## src/rtl/elc3_pkg.sv

```systemverilog
// Shared LC-3 datapath types and constants.
package elc3_pkg;

  localparam int unsigned WORD_W  = 16;
  localparam int unsigned NUM_GPR = 8;

  typedef struct packed {
    logic n;
    logic z;
    logic p;
  } cc_t;

  localparam cc_t CC_N     = 3'b100;
  localparam cc_t CC_Z     = 3'b010;
  localparam cc_t CC_P     = 3'b001;
  localparam cc_t CC_RESET = CC_Z;

endpackage

```

## src/rtl/nzp_gen.sv

```systemverilog
// Combinational NZP classifier: negative, zero or positive (two's complement).
module nzp_gen
  import elc3_pkg::*;
#(
  parameter int unsigned WIDTH = WORD_W
) (
  input  logic [WIDTH-1:0] value_i,
  output cc_t              cc_o
);

  always_comb begin
    cc_o = CC_P;
    if (value_i[WIDTH-1]) begin
      cc_o = CC_N;
    end else if (value_i == '0) begin
      cc_o = CC_Z;
    end
  end

endmodule

```

## src/rtl/reg_file.sv

```systemverilog
// LC-3 general-purpose register file: one synchronous write port, two
// asynchronous read ports with optional write bypass, and the NZP register.
module reg_file
  import elc3_pkg::*;
#(
  parameter  int unsigned WIDTH  = WORD_W,
  parameter  int unsigned DEPTH  = NUM_GPR,
  parameter  int unsigned BYPASS = 1,
  localparam int unsigned ADDR_W = $clog2(DEPTH)
) (
  input  logic              Clk,
  input  logic              Reset,
  input  logic              WrEn,
  input  logic [ADDR_W-1:0] WrAddr,
  input  logic [WIDTH-1:0]  WrData,
  input  logic              SetCC,
  input  logic [ADDR_W-1:0] RdAddrA,
  output logic [WIDTH-1:0]  RdDataA,
  input  logic [ADDR_W-1:0] RdAddrB,
  output logic [WIDTH-1:0]  RdDataB,
  output logic [2:0]        CC
);

  logic [WIDTH-1:0] mem_q [DEPTH];
  cc_t              cc_q, cc_d;
  cc_t              wr_cc;
  logic             wr_ok;
  logic             byp_ok;

  // Addresses beyond DEPTH only exist when DEPTH is not a power of two.
  assign wr_ok  = WrEn && (32'(WrAddr) < DEPTH);
  assign byp_ok = (BYPASS != 0) && !Reset && wr_ok;

  always_ff @(posedge Clk) begin
    if (Reset) begin
      for (int unsigned i = 0; i < DEPTH; i++) begin
        mem_q[i] <= '0;
      end
    end else if (wr_ok) begin
      mem_q[WrAddr] <= WrData;
    end
  end

  always_comb begin
    RdDataA = '0;
    if (32'(RdAddrA) < DEPTH) begin
      RdDataA = mem_q[RdAddrA];
    end
    if (byp_ok && (RdAddrA == WrAddr)) begin
      RdDataA = WrData;
    end
  end

  always_comb begin
    RdDataB = '0;
    if (32'(RdAddrB) < DEPTH) begin
      RdDataB = mem_q[RdAddrB];
    end
    if (byp_ok && (RdAddrB == WrAddr)) begin
      RdDataB = WrData;
    end
  end

  nzp_gen #(.WIDTH(WIDTH)) u_nzp_gen (
    .value_i (WrData),
    .cc_o    (wr_cc)
  );

  always_comb begin
    cc_d = cc_q;
    if (SetCC) begin
      cc_d = wr_cc;
    end
  end

  always_ff @(posedge Clk) begin
    if (Reset) begin
      cc_q <= CC_RESET;
    end else begin
      cc_q <= cc_d;
    end
  end

  assign CC = cc_q;

endmodule

```

## config.mk

```make
export PLATFORM = sky130hd
export DESIGN_NAME = reg_file
export DESIGN_NICKNAME = d
export VERILOG_FILES = /design/src/rtl/elc3_pkg.sv /design/src/rtl/nzp_gen.sv /design/src/rtl/reg_file.sv
export SDC_FILE = /design/constraint.sdc
export NUM_CORES = 1
export LEC_CHECK = 0
export CAP_MARGIN = 10
export CORE_MARGIN = 8
export CORE_UTILIZATION = 25
export DETAILED_ROUTE_END_ITERATION = 10
export GPL_TIMING_DRIVEN = 0
export PLACE_DENSITY = 0.46
export SETUP_SLACK_MARGIN = 0.2
export SYNTH_ARGS = -nofsm -noshare
export SYNTH_HDL_FRONTEND = slang
export SYNTH_SLANG_ARGS = --single-unit
```

## constraint.sdc

```tcl
create_clock -name Clk -period 2.5 [get_ports Clk]
set_clock_uncertainty 0.1 [all_clocks]
set_input_delay 0.5 -clock Clk [delete_from_list [all_inputs] [get_ports Clk]]
set_output_delay 0.5 -clock Clk [all_outputs]
set_load 0.01 [all_outputs]
```

==> out/metrics.yaml <==
max_slew.worst_pin.slew_ps: 824
fin_nets: 639
synth_largest_area_cell: "edfxtp_1"
synth_area_um2: 7530
die_w_um: 190
synth_common_cells: "and2_1, edfxtp_1, mux4_1, nor2_1"
cellPowerDensity_nw_per_um2: 611
cts_made_buffers: 17
synth_top_area_share_pct: 51.0
grt_pass1_wl_mm: 37.0
cp-end-kind: "output pin"
cp_data_required_time_ps: 1900
antenna_found_initial: 1
drive_above_1_share_pct: 46.5
synth-main-ff-cell: "edfxtp_1"
hold_viol_final: 0
syn_area_per_cell_um2: 14.6
route.vias.total: 4925
dr.first_iter.drc_count: 353
fin_area_um2: 10200
r2r-start: "CC[0]$_SDFFE_PP0P_"
grt_remaining_overflow: 0
initial_utilization_pct: 25.4
dr.pass1.iters: 4
multi_input_area_um2: 3800
critPathTopFamily: "multiplexers"
hpwlAfterDp_mm: 16.0
num_antenna_cells: 0
place.gp.congestion: 0.772
finalCriticalPeriod_ps: 2380
synthDistinctLibCells: 27
crit_buf_inv: 1
power.total_mw: 6.25
preCtsSetupSlack_ps: -966
fp.dieH_um: 190
ant_nets: 0
path_class: "register to output pin"
maxCapViolCount: 0
synthCells: 515
rsz0062_at_grt: "yes"
clk_pin_slew_ps: 60
cts_root_buf: "clkbuf_16"
synth_area_leaders: "edfxtp_1, mux4_1, and2_1"
placed_area_um2: 8570
wl_per_cell_um: 25.4
core_area_um2: 29600
grt_pass1_vias: 5291
io_buffers: 55
async_flop_share_pct: 0
timing.final.ws_setup_ps: 122
arrival_ps: 1780
cp_slowest_cell: "mux4_2"
grt_usage_pct: 14.4
whs_ps: 410
syn_to_final_growth_pct: 35.7
rows: 63
grt_use_met1_pct: 17.9
yosysSeqAreaShare_pct: 51.8
utilization_pct: 34.5
slew_violations: 0
die_area_um2: 35900
hp-class: "register to register"
path_cells: "mux4_2 > mux2i_1 > a21oi_2 > buf_2"
synth-edff-count: 128
h-tree-depth: 4
wl_mm: 25.7
ys_ff_latch: 131
grt_use_met2_pct: 24.7
min-delay-start: "CC[1]$_SDFFE_PP1P_"
avgViaCountPerCell: 4.86
final.period_utilization_pct: 95.1
drc: 0
max_stage_delay_ps: 490
fillers: 2895
power_leakage_nw: 3.56
grt_max_degree: 17
cts_tree: "yes"
regArea_um2: 3900
busiest_layer: "met2"
cp-start-kind: "register"
yosysWarningCount: 0
relSlewSlack_pct: 45.1
cp-startpoint: "mem_q[4][0]$_SDFFCE_PN0P_"
clk_path_buf_depth: 2
clock_latency_ps: 420
clock_sinks: 131
outcome: "finished clean"
ir_drop_mv: 0.363
use_met3_pct: 2.29
max_freq_mhz: 421
finalSetupViolations: 0
syn-num-nets: 544
worstPathMaxFanout: 2
pin_count: 64
[layout by cell type (no fill, tap or decap), types with 14 or more instances in the layout]
cell / instances
nor2_4: 17
nor2_2: 14
buf_6: 25
clkdlybuf4s50_1: 18
buf_2: 19
clkbuf_16: 21
mux4_2: 62
a21oi_4: 18
edfxtp_1: 128
and2_1: 128
clkbuf_2: 18
[state kept, by name (all words and copies together) (netlist names)]
signal / count
mem_q: 128
CC: 3
[worst paths after layout]
path	to	slack, ps	cells after the start
min reg2reg	CC[1]$_SDFFE_PP1P_	410	2
max reg2reg	CC[0]$_SDFFE_PP0P_	1710	2
min	CC[1]$_SDFFE_PP1P_	410	2
max	RdDataB[0]	120	4
[per-stage QoR]
step	setup TNS, ps	cells
final	0	1013
after global placement	-87640	960
after detailed placement	-93670	960
after CTS	0	1012
after global routing	0	1013
after floorplan	0	515
[area by class of cell]
class / count / area share (%)
sequential: 131 / 38.2
clock inverter: 15 / 1.36
multi-input combinational: 330 / 37.2
timing repair buffer: 76 / 8.96
tap: 390 / 4.77
clock buffer: 17 / 4.16
inverter: 1 / 0.0367
buffer: 53 / 5.35
[routing by layer]
metal  part of all wire [%]  wire, um
met4                    3.1       786
met2                     51     13000
met5                      0         0
met3                    3.9       992
met1                     42     10900
[power breakdown]
group          leakage [nW]  total [mW]  switching, mW  internal (mW)
Clock                 0.269        2.43          0.975           1.45
Sequential             1.25        2.62         0.0690           2.55
Combinational          2.04        1.20          0.581          0.617
Total                  3.56        6.25           1.63           4.62
[logic make-up (layout without fill, tap and decap cells)]
kind of cell,after synthesis,in the layout,share of synthesized area (%)
and+or+nand+nor,192,192,15.0
muxes,97,97,26.3
DFF,131,131,51.8
buffers and inverters,54,162,3.82
AOI/OAI and AO/OA,35,35,2.39
xor gates and xnor gates,6,6,0.698
[worst min-delay path: cells and delay by family, from the launching register on]
family / cells / cell delay (ps)
AOI/OAI and AO/OA: 2 / 130
DFF: 1 / 340
[repair_timing]
item	CTS	global route
endpoints found under the setup margin	186	68
pin swaps	32	13
gates resized for setup	385	56
hold buffers	0	0
cloned	12	1
buffers inserted	8	0
No activity file was read; power rests on OpenSTA's default activity.
